<file path="src/rtl/regfile_pkg.sv">
// Shared definitions for the register file / scoreboard slice.
`ifndef REGFILE_PKG_MACROS
`define REGFILE_PKG_MACROS
// Port idx of a flattened per-port vector whose fields are w bits wide.
`define RF_SLICE(vec, idx, w) vec[(idx)*(w) +: (w)]
`endif

package regfile_pkg;
  localparam int unsigned DATA_W_DEF = 32;
  localparam int unsigned ADDR_W_DEF = 5;
  localparam logic [DATA_W_DEF-1:0] ZERO_WORD = '0;
endpackage

</file>
<file path="src/rtl/regfile_sb_if.sv">
// Decode/write-back facing bus of the register file.
interface regfile_sb_if #(
  parameter int unsigned DATA_W = 32,
  parameter int unsigned ADDR_W = 5,
  parameter int unsigned NUM_RD = 2,
  parameter int unsigned NUM_WR = 2
);
  logic [NUM_RD-1:0]        rd_en;
  logic [NUM_RD*ADDR_W-1:0] rd_addr;
  logic [NUM_RD*DATA_W-1:0] rd_data;
  logic [NUM_RD-1:0]        rd_busy;
  logic [NUM_WR-1:0]        wr_en;
  logic [NUM_WR*ADDR_W-1:0] wr_addr;
  logic [NUM_WR*DATA_W-1:0] wr_data;
  logic [NUM_WR-1:0]        wr_clr;
  logic                     issue_valid;
  logic [ADDR_W-1:0]        issue_addr;
  logic                     issue_ready;
  logic                     sb_err;

  modport master (
    output rd_en, rd_addr, wr_en, wr_addr, wr_data, wr_clr, issue_valid, issue_addr,
    input  rd_data, rd_busy, issue_ready, sb_err
  );

  modport slave (
    input  rd_en, rd_addr, wr_en, wr_addr, wr_data, wr_clr, issue_valid, issue_addr,
    output rd_data, rd_busy, issue_ready, sb_err
  );
endinterface

</file>
<file path="src/rtl/sb_counter.sv">
// Saturating pending-write counter for one register: +inc, -dec per cycle,
// clamps at 0 and flags underflow when more clears arrive than pending entries.
module sb_counter #(
  parameter int unsigned CNT_W = 2,
  parameter int unsigned DEC_W = 2
) (
  input  logic             clk,
  input  logic             rst,
  input  logic             inc,
  input  logic [DEC_W-1:0] dec,
  output logic [CNT_W-1:0] cnt,
  output logic             underflow
);
  localparam int unsigned SUM_W = ((CNT_W > DEC_W) ? CNT_W : DEC_W) + 1;
  localparam logic [SUM_W-1:0] MAX = SUM_W'({CNT_W{1'b1}});

  logic [SUM_W-1:0] sum;
  logic [SUM_W-1:0] dec_x;
  logic [SUM_W-1:0] diff;
  logic [CNT_W-1:0] nxt;

  // Next count with clamp at zero and saturation at max.
  always_comb begin
    sum       = SUM_W'(cnt) + SUM_W'(inc);
    dec_x     = SUM_W'(dec);
    diff      = sum - dec_x;
    underflow = dec_x > sum;
    if (underflow) begin
      nxt = '0;
    end else if (diff > MAX) begin
      nxt = '1;
    end else begin
      nxt = diff[CNT_W-1:0];
    end
  end

  // Counter state.
  always_ff @(posedge clk) begin
    if (rst) begin
      cnt <= '0;
    end else begin
      cnt <= nxt;
    end
  end
endmodule

</file>
<file path="src/rtl/regfile_sb.sv">
// Multi-port register file with write-back scoreboard: combinational reads
// with same-cycle bypass, prioritised writes, per-register pending counters.
module regfile_sb
  import regfile_pkg::*;
#(
  parameter int unsigned DATA_W = DATA_W_DEF,
  parameter int unsigned ADDR_W = ADDR_W_DEF,
  parameter int unsigned NUM_RD = 2,
  parameter int unsigned NUM_WR = 2,
  parameter int unsigned CNT_W  = 2
) (
  input  logic         clk,
  input  logic         rst,
  regfile_sb_if.slave  bus
);
  localparam int unsigned DEPTH = 2 ** ADDR_W;
  localparam int unsigned DEC_W = $clog2(NUM_WR + 1);
  localparam logic [CNT_W-1:0] CNT_MAX = '1;

  logic [DATA_W-1:0]              mem [DEPTH];
  logic [DEPTH-1:0][CNT_W-1:0]    cnt;
  logic [DEPTH-1:1][DEC_W-1:0]    dec;
  logic [DEPTH-1:1]               inc;
  logic [DEPTH-1:1]               underflow;
  logic                           issue_ready_c;
  logic                           sb_err_q;
  logic [NUM_RD*DATA_W-1:0]       rd_data_c;
  logic [NUM_RD-1:0]              rd_busy_c;

  // Number of write-back ports retiring an entry of register a this cycle.
  function automatic logic [DEC_W-1:0] clears_to(
    input logic [NUM_WR-1:0]        clr,
    input logic [NUM_WR*ADDR_W-1:0] addrs,
    input logic [ADDR_W-1:0]        a
  );
    logic [DEC_W-1:0] n;
    n = '0;
    for (int unsigned p = 0; p < NUM_WR; p++) begin
      if (clr[p] && (`RF_SLICE(addrs, p, ADDR_W) == a)) begin
        n = n + DEC_W'(1);
      end
    end
    return n;
  endfunction

  // Issue is refused only when the destination counter is full and nothing retires it now.
  always_comb begin
    issue_ready_c = 1'b1;
    if (!rst && (bus.issue_addr != '0)) begin
      issue_ready_c = (cnt[bus.issue_addr] != CNT_MAX) ||
                      (clears_to(bus.wr_clr, bus.wr_addr, bus.issue_addr) != '0);
    end
  end

  // Per-register increment/decrement requests for the counters.
  always_comb begin
    inc = '0;
    dec = '0;
    for (int unsigned r = 1; r < DEPTH; r++) begin
      inc[r] = bus.issue_valid && issue_ready_c && (bus.issue_addr == ADDR_W'(r));
      dec[r] = clears_to(bus.wr_clr, bus.wr_addr, ADDR_W'(r));
    end
  end

  assign cnt[0] = '0;

  for (genvar r = 1; r < DEPTH; r++) begin : g_cnt
    sb_counter #(
      .CNT_W (CNT_W),
      .DEC_W (DEC_W)
    ) u_cnt (
      .clk       (clk),
      .rst       (rst),
      .inc       (inc[r]),
      .dec       (dec[r]),
      .cnt       (cnt[r]),
      .underflow (underflow[r])
    );
  end

  // Array write; ascending port order lets the highest enabled port win an address.
  always_ff @(posedge clk) begin
    if (rst) begin
      for (int unsigned r = 0; r < DEPTH; r++) begin
        mem[r] <= '0;
      end
    end else begin
      for (int unsigned p = 0; p < NUM_WR; p++) begin
        if (bus.wr_en[p] && (`RF_SLICE(bus.wr_addr, p, ADDR_W) != '0)) begin
          mem[`RF_SLICE(bus.wr_addr, p, ADDR_W)] <= `RF_SLICE(bus.wr_data, p, DATA_W);
        end
      end
    end
  end

  // Read ports: array value overridden by the highest-index matching write (bypass).
  always_comb begin
    logic [ADDR_W-1:0] a;
    rd_data_c = '0;
    rd_busy_c = '0;
    for (int unsigned i = 0; i < NUM_RD; i++) begin
      a = `RF_SLICE(bus.rd_addr, i, ADDR_W);
      `RF_SLICE(rd_data_c, i, DATA_W) = DATA_W'(ZERO_WORD);
      if (!rst && bus.rd_en[i] && (a != '0)) begin
        `RF_SLICE(rd_data_c, i, DATA_W) = mem[a];
        for (int unsigned p = 0; p < NUM_WR; p++) begin
          if (bus.wr_en[p] && (`RF_SLICE(bus.wr_addr, p, ADDR_W) == a)) begin
            `RF_SLICE(rd_data_c, i, DATA_W) = `RF_SLICE(bus.wr_data, p, DATA_W);
          end
        end
        rd_busy_c[i] = 32'(cnt[a]) > 32'(clears_to(bus.wr_clr, bus.wr_addr, a));
      end
    end
  end

  // Sticky scoreboard error, cleared only by reset.
  always_ff @(posedge clk) begin
    if (rst) begin
      sb_err_q <= 1'b0;
    end else if (|underflow) begin
      sb_err_q <= 1'b1;
    end
  end

  assign bus.rd_data     = rd_data_c;
  assign bus.rd_busy     = rd_busy_c;
  assign bus.issue_ready = issue_ready_c;
  assign bus.sb_err      = sb_err_q && !rst;
endmodule

</file>
<file path="src/flat_wrapper.sv">
// flat-port wrapper written by rule: the top's interface ports become plain ports
module regfile_sb_flat import regfile_pkg::*;
#(
  parameter int unsigned DATA_W = DATA_W_DEF,
  parameter int unsigned ADDR_W = ADDR_W_DEF,
  parameter int unsigned NUM_RD = 2,
  parameter int unsigned NUM_WR = 2,
  parameter int unsigned CNT_W  = 2
)
  (clk, rst, bus_rd_en, bus_rd_addr, bus_wr_en, bus_wr_addr, bus_wr_data, bus_wr_clr, bus_issue_valid, bus_issue_addr, bus_rd_data, bus_rd_busy, bus_issue_ready, bus_sb_err);
  regfile_sb_if #(.DATA_W(DATA_W), .ADDR_W(ADDR_W), .NUM_RD(NUM_RD), .NUM_WR(NUM_WR)) bus_i ();
  input  logic clk;
  input  logic rst;
  input wire logic [$bits(bus_i.rd_en)-1:0] bus_rd_en;
  input wire logic [$bits(bus_i.rd_addr)-1:0] bus_rd_addr;
  input wire logic [$bits(bus_i.wr_en)-1:0] bus_wr_en;
  input wire logic [$bits(bus_i.wr_addr)-1:0] bus_wr_addr;
  input wire logic [$bits(bus_i.wr_data)-1:0] bus_wr_data;
  input wire logic [$bits(bus_i.wr_clr)-1:0] bus_wr_clr;
  input wire logic [$bits(bus_i.issue_valid)-1:0] bus_issue_valid;
  input wire logic [$bits(bus_i.issue_addr)-1:0] bus_issue_addr;
  output wire logic [$bits(bus_i.rd_data)-1:0] bus_rd_data;
  output wire logic [$bits(bus_i.rd_busy)-1:0] bus_rd_busy;
  output wire logic [$bits(bus_i.issue_ready)-1:0] bus_issue_ready;
  output wire logic [$bits(bus_i.sb_err)-1:0] bus_sb_err;
  assign bus_i.rd_en = bus_rd_en;
  assign bus_i.rd_addr = bus_rd_addr;
  assign bus_i.wr_en = bus_wr_en;
  assign bus_i.wr_addr = bus_wr_addr;
  assign bus_i.wr_data = bus_wr_data;
  assign bus_i.wr_clr = bus_wr_clr;
  assign bus_i.issue_valid = bus_issue_valid;
  assign bus_i.issue_addr = bus_issue_addr;
  assign bus_rd_data = bus_i.rd_data;
  assign bus_rd_busy = bus_i.rd_busy;
  assign bus_issue_ready = bus_i.issue_ready;
  assign bus_sb_err = bus_i.sb_err;
  regfile_sb #(.DATA_W(DATA_W), .ADDR_W(ADDR_W), .NUM_RD(NUM_RD), .NUM_WR(NUM_WR), .CNT_W(CNT_W)) u_core (.clk(clk), .rst(rst), .bus(bus_i));
endmodule
</file>
<file path="config.mk">
export PLATFORM = sky130hd
export DESIGN_NAME = regfile_sb_flat
export DESIGN_NICKNAME = d
export VERILOG_FILES = /design/src/rtl/regfile_pkg.sv /design/src/rtl/regfile_sb_if.sv /design/src/rtl/sb_counter.sv /design/src/rtl/regfile_sb.sv /design/src/flat_wrapper.sv
export SDC_FILE = /design/constraint.sdc
export NUM_CORES = 2
export LEC_CHECK = 0
export CORE_MARGIN = 5
export CORE_UTILIZATION = 49
export CTS_CLUSTER_SIZE = 24
export DETAILED_ROUTE_END_ITERATION = 7
export PLACE_DENSITY_LB_ADDON = 0.3
export SETUP_SLACK_MARGIN = 0.3
export SYNTH_ARGS = -nofsm -noshare
export SYNTH_HDL_FRONTEND = slang
export SYNTH_SLANG_ARGS = --single-unit
</file>
<file path="constraint.sdc">
create_clock -name clk -period 7 [get_ports clk]
set_input_delay 1.4 -clock clk [delete_from_list [all_inputs] [get_ports clk]]
set_output_delay 1.4 -clock clk [all_outputs]
set_load 0.005 [all_outputs]
</file>
==> impl_results.md <==
* Mapped Area at 0.0708 mm2
* Routed vias at 59631
* Critical Path Fanout Max at 18
* Number of max-cap violations at 0
* Hold Startpoint: u_core.g_cnt[28].u_cnt.cnt[1]
* Fmax at 0.150 GHz
* Setup CP Type: input pin to output pin
* Syn_area_per_cell at 10.6 um2
* Worst hold path type: flop to flop
* TritonCTS buffer count at 117
* Antenna viol nets, final at 0
* Count of final setup violators at 0
* FF-to-FF End: u_core.sb_err_q
* Worst rel slew slack at 13.8%
* Syn. warnings at 0
* Max-slew violation count at 0
* Largest net degree at the start of global routing at 72
* Clock Path Buffers at 3
* Yosys cell types at 69
* Placer Congestion at 0.980
* GR Overflow Total at 0
* CTS tree: built
* Worst VDD drop at 0.000228 V
* # IOs at 166
* # DRC at 1
* Wire length per cell at 32.8 um
* Rows at 139
* Pwr dens at 207 mW/mm2
* Most used DFF post-synth: edfxtp_1
* H-tree depth at 3
* Leak pwr at 27.0 nW
* Port bufs at 165
* Area growth, synth to finish at 10.4%
* Hold buffer count at CTS at 0
* Ys async rst share at 0%
* Final core utilization at 54.4%
* Yosys reg bits at 1087
* Worst-Margin Slew at 1.29 ns
* EDFF count, synth at 1024
* First DRT Iteration DRCs at 10407
* CP endpoint kind: output pin
* RSZ-0062 raised after global routing: false
* WHS Endpoint: u_core.g_cnt[28].u_cnt.cnt[1]
* Root Driver: clkbuf_16
* Post-Synthesis Cells at 6692
* DP HPWL at 173000 um
* Final min period at 6.69 ns
* Worst R2R Path Depth at 13
* Reg2reg setup slack at 2.99 ns
* Vias in the first global route at 57690
* Core ar. at 0.144 mm2
* CTS Sinks at 1087
* Worst r2r src: u_core.g_cnt[13].u_cnt.cnt[1]
* CP startpoint kind: input pin
* Status: finished, violations left
* Drt first pass iters at 8
* Hold Crit Depth at 3
* TNS Setup at 0 ns
* Die Width at 390 um
* Required @ worst endpoint at 5.60 ns
* Clock Latency Late Sink at 0.76 ns
* Initial antenna violation count at 21
* Die area at 0.152 mm2
* Die Y-Extent at 390 um
* WL final at 278000 um
* Routed vias/inst at 7.04
* Crit share post-route at 95.5%
* Initial Utilization at 49.3%
* Post-layout net count at 6759
* Worst-path clk slew at 0.06 ns
* Crit path DAT at 5.29 ns
* First-pass GRT wire length at 394000 um
* Final hold vios at 0
* Worst setup startpoint: bus_rd_addr[3]
* GRT Total Usage at 35.3%
* Proportion of layout cells with a drive suffix above 1 at 13.5%
* Sequential area share after synthesis at 45.2%
* Failing checks: DRC
* Clock Skews at 0.0171 ns
-- layout make-up --
cell class | instances | area [um2]
clock inverter | 65 | 442
antenna | 8 | 20.0
fill | 12149 | 65500
timing repair buffer | 444 | 4230
clock buffer | 147 | 3130
sequential | 1087 | 32000
tap | 1903 | 2380
inverter | 190 | 713
multi-input combinational | 4629 | 35200
-- kinds of logic (layout without fill, tap and decap cells) --
group	Yosys count	in the layout	share of synthesized area, %
buffers and inverters	1007	846	6.14
other	1	40	0.00530
flip-flops	1087	1087	45.2
adder cells (fa/ha/maj)	192	192	4.05
AND/OR/NAND/NOR	1898	1898	11.6
multiplexers	823	823	16.9
XOR/XNOR	61	61	0.755
AO/OA/AOI/OAI	1623	1623	15.4
-- metrics by stage --
stage                     std cells  setup slack, ns  cell area, um2  power [mW]  hold WS, ns
after detailed placement       8253            0.260           74600        10.1        0.789
final                          8473            0.312           78200        16.2        0.818
after floorplan                6723             2.04           70900        9.15        0.637
after global routing           8470            0.400           78200        16.5        0.858
after global placement         8253            0.263           74600        10.1        0.780
after CTS                      8465            0.515           78100        16.0        0.811
-- cell usage in the layout (no fill, tap or decap), types with 70 or more instances in the layout --
cell type and count:
buf_4 242, o21ai_1 154, nor2_1 112, o22ai_1 128, a22oi_1 254, nand2_1 1396, o21ai_0 525, inv_1 190
clkdlybuf4s50_1 158, mux2i_1 521, ha_1 130, edfxtp_1 1024, mux4_2 298, nand4_1 70, clkbuf_16 120, a22o_1 322
-- repair_timing --
item	CTS	global route
setup buffers	0	0
setup endpoints to repair	1	0
resized for setup	1	0
-- report_power, final --
group | internal, mW | switching [mW] | total [mW]
sequential | 7.50 | 0.219 | 7.72
clock | 3.35 | 2.73 | 6.08
combinational | 0.873 | 1.50 | 2.38
total | 11.7 | 4.45 | 16.2
-- synth_stat cells (all sizes together) (26+ instances only) --
cell type  count  area (um2)
mux2i        521        5220
a21o          64         480
o21ai        679        3400
xor2          35         307
nor2         167         634
o31ai         26         195
a22oi        254        1910
o22ai        128         801
inv          190         713
xnor2         26         228
dfxtp         63        1260
nand4         70         438
clkbuf       490        1850
or3           29         181
a21oi         59         333
edfxtp      1024       30700
nor3          35         211
buf          327        1790
fa            62        1240
nand2       1398        5250
ha           130        1630
nor4          78         561
mux4         298        6710
o221a         64         721
a22o         322        2820
-- worst max path at each step --
stage	to	slack [ns]	cells after the start
6_report	bus_rd_data[22]	0.31	9
2_1_floorplan	bus_rd_busy[1]	2.04	10
5_1_grt	bus_rd_data[57]	0.40	9
3_3_place_gp	bus_rd_data[22]	0.26	9
4_1_cts	bus_rd_data[57]	0.51	9
3_5_place_dp	bus_rd_data[22]	0.26	9
-- sequential cells by signal (all words and copies together) (netlist names) --
| signal | flops |
|---|---|
| u_core.sb_err_q | 1 |
| u_core.mem | 1024 |
| u_core.g_cnt.u_cnt.cnt | 62 |
-- critical path, cell delays in order --
cell	delay [ns]
clkdlybuf4s50_1	0.82
buf_4	0.34
nand3b_1	0.43
buf_4	0.46
o22ai_1	0.29
nor4_2	0.59
buf_4	0.21
o221a_1	0.20
clkdlybuf4s50_1	0.53
-- metal layers --
layer	vias to the layer above	wire (um)	global-route usage [%]
met3	1295	42100	12.0
met5	-	184	0.596
met4	12	20500	22.3
li1	24397	-	-
met1	28689	93300	43.5
met2	5238	121000	53.5
(Power assumes the default switching activity.)
